**config.mk**
```make
export PLATFORM = sky130hd
export DESIGN_NAME = div_seq
export DESIGN_NICKNAME = d
export VERILOG_FILES = /design/src/rtl/div_seq.sv
export SDC_FILE = /design/constraint.sdc
export NUM_CORES = 1
export LEC_CHECK = 0
export ABC_AREA = 1
export BUFFER_PORTS_ARGS = -buffer_cell sky130_fd_sc_hd__buf_4
export CAP_MARGIN = 10
export CORE_MARGIN = 1.5
export CORE_UTILIZATION = 45
export CTS_CLUSTER_DIAMETER = 150
export DETAILED_ROUTE_END_ITERATION = 10
export PLACE_DENSITY = 0.7
export SETUP_SLACK_MARGIN = 0.02
export SYNTH_ARGS = -nofsm -noshare
export SYNTH_HDL_FRONTEND = slang
export SYNTH_SLANG_ARGS = --single-unit
```
**constraint.sdc**
```tcl
create_clock -name clk -period 1.8 [get_ports clk]
set_input_delay 0.36 -clock clk [delete_from_list [all_inputs] [get_ports clk]]
set_output_delay 0.36 -clock clk [all_outputs]
set_load 0.02 [all_outputs]
```
**src/rtl/div_seq.sv**
```systemverilog
// div_seq : sequential unsigned restoring divider, one quotient bit per clock.
//
// Computes q = a / b and r = a % b. Flags use the same positions and meaning
// as the combinational multiplier, so the ALU flag mux can take either unit.
// A start/busy/done handshake lets the controller stall while a divide runs.
//
// Parameters
//   WIDTH  operand, quotient and remainder width in bits (>= 2)
//
// Ports
//   clk    in   system clock, rising edge
//   rst_n  in   synchronous active-low reset
//   start  in   request a division (accepted in IDLE or DONE)
//   a      in   dividend, captured on accept
//   b      in   divisor, captured on accept
//   q      out  quotient (registered)
//   r      out  remainder (registered; tied to 0 without DIV_REM_EN)
//   busy   out  high while iterating
//   done   out  one-cycle pulse when q, r and flags are valid
//   Z      out  quotient is zero
//   N      out  quotient MSB
//   C      out  remainder non-zero (tied to 0 without DIV_REM_EN)
//   V      out  divide by zero
//
// Build option
//   DIV_REM_EN  when defined, the remainder register and C flag are built.

module div_seq #(
  parameter int unsigned WIDTH = 4
) (
  input  logic             clk,
  input  logic             rst_n,
  input  logic             start,
  input  logic [WIDTH-1:0] a,
  input  logic [WIDTH-1:0] b,
  output logic [WIDTH-1:0] q,
  output logic [WIDTH-1:0] r,
  output logic             busy,
  output logic             done,
  output logic             Z,
  output logic             N,
  output logic             C,
  output logic             V
);

  localparam int unsigned CW = $clog2(WIDTH + 1);

  typedef enum logic [1:0] {
    IDLE,
    RUN,
    DONE
  } state_t;

  state_t state, state_nx;

  logic [WIDTH-1:0] dvs, dvs_nx;       // latched divisor
  logic [WIDTH-1:0] dvd, dvd_nx;       // dividend shifting out, quotient shifting in
  logic [WIDTH-1:0] prem, prem_nx;     // stored partial remainder
  logic [CW-1:0]    cnt, cnt_nx;
  logic [WIDTH-1:0] q_nx;
  logic             z_nx, n_nx, v_nx;
  logic             busy_nx, done_nx;

  logic [WIDTH:0]   prem_sh;
  logic [WIDTH-1:0] prem_diff;
  logic             qbit;

`ifdef DIV_REM_EN
  logic [WIDTH-1:0] r_nx;
  logic             c_nx;
`endif

  // After every step the partial remainder is below the divisor, so only
  // WIDTH bits need storing; the (WIDTH+1)-bit value exists only transiently
  // as the shifted trial value. When the trial value is >= divisor the
  // difference is < divisor, so a WIDTH-bit subtraction is exact.
  always_comb begin
    prem_sh   = {prem, dvd[WIDTH-1]};
    qbit      = (prem_sh >= {1'b0, dvs});
    prem_diff = prem_sh[WIDTH-1:0] - dvs;
  end

  always_comb begin
    state_nx = state;
    dvs_nx   = dvs;
    dvd_nx   = dvd;
    prem_nx  = prem;
    cnt_nx   = cnt;
    q_nx     = q;
    z_nx     = Z;
    n_nx     = N;
    v_nx     = V;
`ifdef DIV_REM_EN
    r_nx     = r;
    c_nx     = C;
`endif

    case (state)
      IDLE, DONE: begin
        if (start) begin
          if (b != '0) begin
            dvs_nx   = b;
            dvd_nx   = a;
            prem_nx  = '0;
            cnt_nx   = CW'(WIDTH);
            state_nx = RUN;
          end else begin
            q_nx     = '1;
            z_nx     = 1'b0;
            n_nx     = 1'b1;
            v_nx     = 1'b1;
`ifdef DIV_REM_EN
            r_nx     = a;
            c_nx     = (a != '0);
`endif
            state_nx = DONE;
          end
        end else begin
          state_nx = IDLE;
        end
      end

      RUN: begin
        prem_nx   = qbit ? prem_diff : prem_sh[WIDTH-1:0];
        dvd_nx    = dvd << 1;
        dvd_nx[0] = qbit;
        cnt_nx    = cnt - CW'(1);
        if (cnt == CW'(1)) begin
          q_nx     = dvd_nx;
          z_nx     = (dvd_nx == '0);
          n_nx     = dvd_nx[WIDTH-1];
          v_nx     = 1'b0;
`ifdef DIV_REM_EN
          r_nx     = prem_nx;
          c_nx     = (prem_nx != '0);
`endif
          state_nx = DONE;
        end
      end

      default: state_nx = IDLE;
    endcase

    busy_nx = (state_nx == RUN);
    done_nx = (state_nx == DONE);
  end

  always_ff @(posedge clk) begin
    if (!rst_n) state <= IDLE;
    else        state <= state_nx;
  end

  always_ff @(posedge clk) begin
    if (!rst_n) begin
      dvs  <= '0;
      dvd  <= '0;
      prem <= '0;
      cnt  <= '0;
      q    <= '0;
      Z    <= 1'b1;
      N    <= 1'b0;
      V    <= 1'b0;
      busy <= 1'b0;
      done <= 1'b0;
    end else begin
      dvs  <= dvs_nx;
      dvd  <= dvd_nx;
      prem <= prem_nx;
      cnt  <= cnt_nx;
      q    <= q_nx;
      Z    <= z_nx;
      N    <= n_nx;
      V    <= v_nx;
      busy <= busy_nx;
      done <= done_nx;
    end
  end

`ifdef DIV_REM_EN
  always_ff @(posedge clk) begin
    if (!rst_n) begin
      r <= '0;
      C <= 1'b0;
    end else begin
      r <= r_nx;
      C <= c_nx;
    end
  end
`else
  assign r = '0;
  assign C = 1'b0;
`endif

endmodule

```
### Word level (Yosys, flattened, before mapping)

Cells that the tools add are included.
W data, S select, Z words.

| word-level totals | value |
|---|---|
| register bits | 26 |
| bits in latches | 0 |
| bits in writable memories | 0 |
| ROM bits | 0 |
| word-level logic and storage cells | 59 |
| memories kept | 0 |

| operators by class | value |
|---|---|
| add/sub/neg operators | 2 |
| multiply operators | 0 |
| divide/modulo/power cells | 0 |
| magnitude comparators | 1 |
| eq/ne operators | 9 |
| shifts and indexed selects | 0 |
| multiplexer cells | 28 |
| bitwise logic cells | 0 |
| reduce and logical (&&, ||, !) cells | 8 |

Operator list:

| operator | count |
|---|---|
| $mux W4 | 8 |
| $pmux W4 S2 | 3 |
| $ne A2 B2 Y1 const B | 4 |
| $mux W1 | 7 |
| $mux W2 | 3 |
| $mux W3 | 2 |
| $pmux W1 S2 | 3 |
| $pmux W3 S2 | 1 |
| $reduce_and A3 Y1 | 2 |
| $ge A5 B4 Y1 | 1 |
| $eq A2 B1 Y1 const B | 2 |
| $eq A2 B2 Y1 const B | 2 |
| $logic_not A4 Y1 | 1 |
| $pmux W2 S2 | 1 |
| $reduce_and A4 Y1 | 1 |
| $reduce_bool A4 Y1 | 1 |
| $sub A4 B4 Y4 | 1 |
| $eq A3 B1 Y1 const B | 1 |
| $sub A3 B1 Y3 const B | 1 |
| $logic_not A2 Y1 | 1 |
| $reduce_bool A2 Y1 | 1 |
| $reduce_or A2 Y1 | 1 |

### Depth between registers and ports, before layout

Gate-level depths: netlist (run 1).

| depth | value |
|---|---|
| depth after elaboration | 5 |
| gate-level depth with buffers | 12 |
| depth with buffers taken out | 12 |

### Worst setup path after synthesis (run 1)

Ideal clock, no wire load.

| timing | value |
|---|---|
| path kind | register -> register |
| from | register dvs[2] |
| to | register prem[3] |
| library setup time | 128 ps |
| data arrival time | 1,290 ps |
| data required time | 1,672 ps |
| setup slack | 382 ps |
| stages on the path, launching flop included | 11 |
| buffers on the path | 0 |
| cell sequence | dfxtp_1 > inv_1 > ha_1 > a21oi_2 > nand2_2 > nand2_4 > nand2_4 > inv_2 > nor2_2 > nor2_1 > nor2_1 |

| between the ends | value |
|---|---|
| longest elaborated chain between the ends | 3 |

Ends and longest elaborated chain:

| item | RTL line | source |
|---|---|---|
| from (decl) | 56 | `logic [WIDTH-1:0] dvs, dvs_nx;` |
| from (signal assigned) | 166 | `dvs <= dvs_nx;` |
| $sub A4 B4 Y4 / $ge A5 B4 Y1 (equally long branches) | 80, 79 |  |
| $mux W4 * | 124 | `prem_nx = qbit ? prem_diff : prem_sh[WIDTH-1:0];` |
| $pmux W4 S2 * | 98 | `case (state)` |
| to (signal assigned) | 168 | `prem <= prem_nx;` |
| to (decl) | 58 | `logic [WIDTH-1:0] prem, prem_nx;` |

Mark *: on every way between the ends. The rest lies on a longest branch, timed or not.
A chain may end at the register's enable or synchronous reset.

### Worst setup path in the final report (run 1)

| timing | value |
|---|---|
| from | register dvd[3] |
| to | register prem[2] |

| between the ends | value |
|---|---|
| longest elaborated chain between the ends | 3 |

Ends and longest elaborated chain:

| item | RTL line | source |
|---|---|---|
| from (decl) | 57 | `logic [WIDTH-1:0] dvd, dvd_nx;` |
| from (signal assigned) | 167 | `dvd <= dvd_nx;` |
| $sub A4 B4 Y4 / $ge A5 B4 Y1 (equally long branches) | 80, 79 |  |
| $mux W4 * | 124 |  |
| $pmux W4 S2 * | 98 |  |

Marks and branches as above.

==> results of run 1 <==
==> registers in the layout, summed over array words and instances (netlist names) <==
register and cells:
prem 4, state 2, cnt 3, V 1
busy 1, N 1, dvd 4, done 1
q 3, Z 1, dvs 4
==> through the flow <==
step | std cells | hold WS [ps] | setup WS [ps]
2_1_floorplan | 176 | 443 | 382
3_3_place_gp | 216 | 454 | 257
3_5_place_dp | 216 | 454 | 233
4_1_cts | 220 | 289 | 204
5_1_grt | 220 | 284 | 34.6
6_report | 220 | 303 | 205
==> layout make-up <==
cell class              count  area [sq um]  share of cell area
clock buffers               4          26.3              0.0180
multi-input cells         117           659               0.451
well taps                  31          38.8              0.0265
flip-flops and latches     25           502               0.343
repair buffers             20           150               0.103
inverters                  23          86.3              0.0590
==> Yosys cell counts (all sizes together) <==
library cell	n	share of area
nand4	3	0.014
nand3b	1	0.0057
a21oi	20	0.079
ha	6	0.057
or2	1	0.0048
nand3	17	0.078
inv	22	0.063
xor2	1	0.0067
nor2	17	0.062
clkinv	1	0.0029
o22ai	1	0.0048
buf	9	0.057
clkbuf	2	0.0057
conb	1	0.0029
dfxtp	25	0.38
nand2	31	0.11
fa	1	0.015
a31oi	1	0.0048
o21ai	12	0.046
==> tightest hold or removal path, cell delays in order <==
cell	delay, ps
buf_4	110
nand2_1	50
a21oi_1	50
==> cell families after synthesis <==
family | synth area share
other cells | 0.00285
fa+ha+maj | 0.0724
flops | 0.381
simple gates | 0.274
compound gates | 0.134
buf+inv | 0.129
xor+xnor | 0.00667
==> worst paths after layout <==
check / start / to / slack (ps) / cells past startpoint
worst min register to register: dvs[3]$_SDFFE_PN0P_ / dvs[3]$_SDFFE_PN0P_ / 480 / 2
worst max-delay path: dvd[3]$_SDFFE_PN0P_ / prem[2]$_SDFFE_PN0P_ / 200 / 10
worst min-delay path: b[0] / dvs[0]$_SDFFE_PN0P_ / 300 / 3
worst max register to register: dvd[3]$_SDFFE_PN0P_ / prem[2]$_SDFFE_PN0P_ / 200 / 10
==> placed cells by master, fill, tap and decap left out, types with 2 or more instances in the layout <==
cell and n:
ha_1 6, dfxtp_1 24, nand4_1 3, nor2_4 2, clkbuf_4 3, nand2_1 24
conb_1 5, inv_2 4, buf_4 20, nor2_1 14, o21ai_0 5, a21oi_1 19
inv_1 18, nand3_1 15, nand2_2 5, o21ai_1 7, nand2_4 2
==> metal layers <==
metal / global-route usage / vias to the layer above / share of wire
met4: 0.0831 / 0 / 0.0060
met5: 0 / - / 0
met3: 0.0181 / 2 / 0.041
met2: 0.314 / 33 / 0.52
met1: 0.225 / 516 / 0.43
li1: - / 578 / -
==> where the power goes <==
part / total, mW / switching (mW) / internal (mW)
combinational: 0.407 / 0.258 / 0.148
sequential: 0.631 / 0.0306 / 0.601
clock: 0.244 / 0.157 / 0.0864
total: 1.28 / 0.447 / 0.835
==> results.md, run 1 <==
- Syn Area/Cell: around 7.6 sq um
- Wire per inst: 12.1 um
- Slew at the pin closest to its max-slew limit: a little over 600 ps
- Setup-failing EPs final: 0
- Setup Skew: 2.69 ps
- Worst stage delay on the critical path: 370 ps
- Total power: 1.28 mW
- Die Ht: 57.0 um
- PwrDens: just under 900 mW/mm^2
- Hold Path Class: input pin to register
- CTS Buffer Depth: 2
- GR Overflow Total: 0
- Slew Limit Headroom: 0.597
- Diode count: 0
- Vias: 1129
- Clock slew at reported path FFs: between 100 and 150 ps
- Core Area: between 0.002 and 0.003 sq mm
- I/O Buffers: 19
- Crit path launch type: register
- Synth Warn #: 0
- Area Growth Syn to Fin: 11.3%
- Worst VDD drop: 629 uV
- Max Transition Viols Final: 0
- Total Routing Usage GR: 0.180
- CP max FO: 3
- Initial antenna violation count: 0
- Clock root cell: clkbuf_4
- Status: completed
- Via density: a little over 5
- DRC viols: 0
- Starting DRT DRC Count: 53
- Crit share post-route: 0.886
- Leakage power: between 0.6 and 0.7 nW
- TritonCTS Buffers: 3
- Post-CTS Setup Inserts: 0
- Nets@finish: between 200 and 250
- Setup TNS: 0 ps
- Seq/Total Area, Yosys: 0.381
- Hold Fails Final Rpt: 0
- Placer Congestion: just under 0.9
- CP endpoint kind: register
- CP top delay family: adder cells
- Die footprint: ~0.0033 sq mm
- Cells after synthesis: 172
- Worst Path Required: roughly 2100 ps
- RSZ-0062 raised after global routing: no
- Distinct cells, synth: 29
- First-pass GRT wire length: between 4 and 5 mm
- Clock sink total: 25
- Crit-path cells: inv_1 > ha_1 > fa_1 > inv_1 > o21ai_0 > a21oi_1 > nand2_1 > nand2_1 > nor2_1 > nor2_1
- Layout cell share with drive strength beyond 1: 0.222
- Post-layout min period: 1600 ps
- TritonRoute pass-1 iters: 4
- Final Core Density: 0.530
- Slowest CP cell: fa_1
- H-tree depth: 1
- Yosys reg bits: 25
- Clock Latency Late Sink: slightly above 300 ps
- Vias in the first global route: 1084
- Mapped Area: 0.00131 sq mm
- HPWL after detailed placement: 2.00 mm
- Final WL: 2.65 mm
- Design Area, Final: 0.00146 sq mm
- Row cnt: 19
- Post-CTS Resized: 0
- TritonCTS clock tree: done
- Max Fclk: about 630 MHz
- Worst setup path class: register to register
- Critical path buffer and inverter count: 2
- Antenna viol nets, final: 0
- Area of placed instances: 0.00144 sq mm
- Critical Path AT: 1850 ps
- Ports: 25
- Filler cell count: approximately 280
- Die X: roughly 57 um
- Starting Density: 0.476
- Cts hold-fix bufs: 0
- Largest net degree at the start of global routing: 21
- Max Cap Viol: 0
Power figures use the tool's default switching activity.
==> run 2, diff against run 1 <==
--- a/config.mk
+++ b/config.mk
@@ -6,13 +6,14 @@
 export NUM_CORES = 1
 export LEC_CHECK = 0
 export ABC_AREA = 1
-export BUFFER_PORTS_ARGS = -buffer_cell sky130_fd_sc_hd__buf_4
 export CAP_MARGIN = 10
+export CORE_ASPECT_RATIO = 1.75
 export CORE_MARGIN = 1.5
 export CORE_UTILIZATION = 45
 export CTS_CLUSTER_DIAMETER = 150
 export DETAILED_ROUTE_END_ITERATION = 10
-export PLACE_DENSITY = 0.7
+export DONT_BUFFER_PORTS = 1
+export PLACE_DENSITY = 0.63
 export SETUP_SLACK_MARGIN = 0.02
 export SYNTH_ARGS = -nofsm -noshare
 export SYNTH_HDL_FRONTEND = slang
==> results.md, run 2 (synthesized netlist as in run 1, its figures left out) <==
- Starting Density: 0.477
- Max Fclk: roughly 630 MHz
- Status: completed
- Core Area: between 0.002 and 0.003 sq mm
- RSZ-0062 raised after global routing: no
- Cts hold-fix bufs: 0
- Commonest non-fill, non-tap cell in the layout: dfxtp_1
- Slowest CP cell: ha_1
- I/O Buffers: 0
- DRC viols: 0
- Hold Fails Final Rpt: 0
- TritonCTS Buffers: 3
- Clock root cell: clkbuf_8
- TritonCTS clock tree: done
- Layout cell share with drive strength beyond 1: 0.129
- GR Overflow Total: 0
- Most frequent cells in the layout: dfxtp_1, nand2_1, a21oi_1
- Die X: approximately 44 um
- Slew Limit Headroom: 0.576
- Antenna viol nets, final: 0
- Final WL: 2.49 mm
- Crit path launch type: register
- Clock sink total: 25
- Top Registers: dvd: 4 flops, dvs: 4 flops, prem: 4 flops
- Met3 global-route usage: 0.0121
- PwrDens: 987 mW/mm^2
- Worst setup path class: register to register
- Post-CTS Resized: 0
- Worst stage delay on the critical path: approximately 350 ps
- Cells after DPL: between 150 and 200
- CP max FO: 5
- Worst VDD drop: ~560 uV
- Post-CTS Setup Inserts: 0
- Wire per inst: between 10 and 15 um
- Global routing usage on met1: 0.172
- Via density: just over 5
- H-tree depth: 1
- Setup-failing EPs final: 0
- First-pass GRT wire length: 4.28 mm
- Ports: 25
- Slew at the pin closest to its max-slew limit: ~630 ps
- Total Routing Usage GR: 0.174
- Placer Congestion: 0.825
- Die footprint: ~0.0033 sq mm
- Crit share post-route: 0.885
- Critical Path AT: approximately 1700 ps
- Nets@finish: about 190
- Row cnt: 25
- Vias in the first global route: between 1000 and 1500
- Vias: approximately 1000
- HPWL after detailed placement: 1.95 mm
- Die Ht: ~74 um
- Leakage power: between 0.5 and 0.6 nW
- Post-layout min period: around 1600 ps
- CTS Buffer Depth: 2
- Area Growth Syn to Fin: 1.43%
- Max Transition Viols Final: 0
- Clock Latency Late Sink: 260 ps
- TritonRoute pass-1 iters: 4
- Max Cap Viol: 0
- CP endpoint kind: register
- GRT met2 Usage: 0.346
- Starting DRT DRC Count: 7
- Register area: approximately 500 sq um
- Setup Skew: between 2 and 3 ps
- Crit-path cells: inv_1 > ha_1 > a21oi_2 > nand2_2 > nand2_4 > nand2_4 > inv_2 > nor2_2 > nor2_1 > nor2_1
- Gr busiest metal: met2
- Worst Path Required: between 1500 and 2000 ps
- Initial antenna violation count: 0
- Non-Filler Instances: ~200
- Hold Path Class: input pin to register
- Hold WS: slightly above 200 ps
- Setup TNS: 0 ps
- Clock slew at reported path FFs: approximately 80 ps
- Multi-input logic area: between 600 and 700 sq um
- Filler cell count: between 300 and 400
- Diode count: 0
- Largest net degree at the start of global routing: 21
run 2: worst paths after layout:
kind | from | endpoint | depth (start not counted) | slack (ps)
setup / recovery | dvs[2]$_SDFFE_PN0P_ | prem[3]$_SDFFE_PN0P_ | 10 | 210
hold / removal | rst_n | cnt[2]$_SDFFE_PN0P_ | 2 | 210
hold reg to reg | dvs[2]$_SDFFE_PN0P_ | dvs[2]$_SDFFE_PN0P_ | 2 | 470
setup reg to reg | dvs[2]$_SDFFE_PN0P_ | prem[3]$_SDFFE_PN0P_ | 10 | 210
run 2: worst max-delay path: cells and delay by family (launching register included):
kind | cells | cell delay (ps)
adder cells (fa/ha/maj) | 1 | 350
flip-flops | 1 | 330
buffers and inverters | 2 | 130
AO/OA/AOI/OAI | 1 | 220
AND/OR/NAND/NOR | 6 | 410
run 2: power by group:
group          leakage [nW]  internal (mW)  switching (mW)  total (mW)
combinational         0.343          0.121           0.230       0.351
sequential            0.205          0.600          0.0452       0.645
clock                0.0228          0.158           0.160       0.318
total                 0.571          0.879           0.436        1.31
run 2: metal layers:
metal	vias up	part of all wire
met2	14	0.57
met1	458	0.39
met4	0	0.011
met3	2	0.026
li1	544	-
met5	-	0
run 2: final cells by class:
type | instances | share of cell area
clock buffer | 4 | 0.0338
timing repair buffer | 1 | 0.00563
multi-input combinational | 117 | 0.495
tap | 27 | 0.0254
sequential | 25 | 0.376
inverter | 23 | 0.0648
run 2: through the flow:
stage | instance area (sq um) | utilization | worst slack (ps) | total power [mW]
after CTS | 1330 | 0.484 | 193 | 1.33
after floorplan | 1330 | - | 382 | 0.966
final | 1330 | 0.484 | 206 | 1.31
after global routing | 1330 | 0.484 | 88.3 | 1.41
after detailed placement | 1290 | 0.468 | 210 | 1.01
after global placement | 1290 | 0.468 | 227 | 1.01
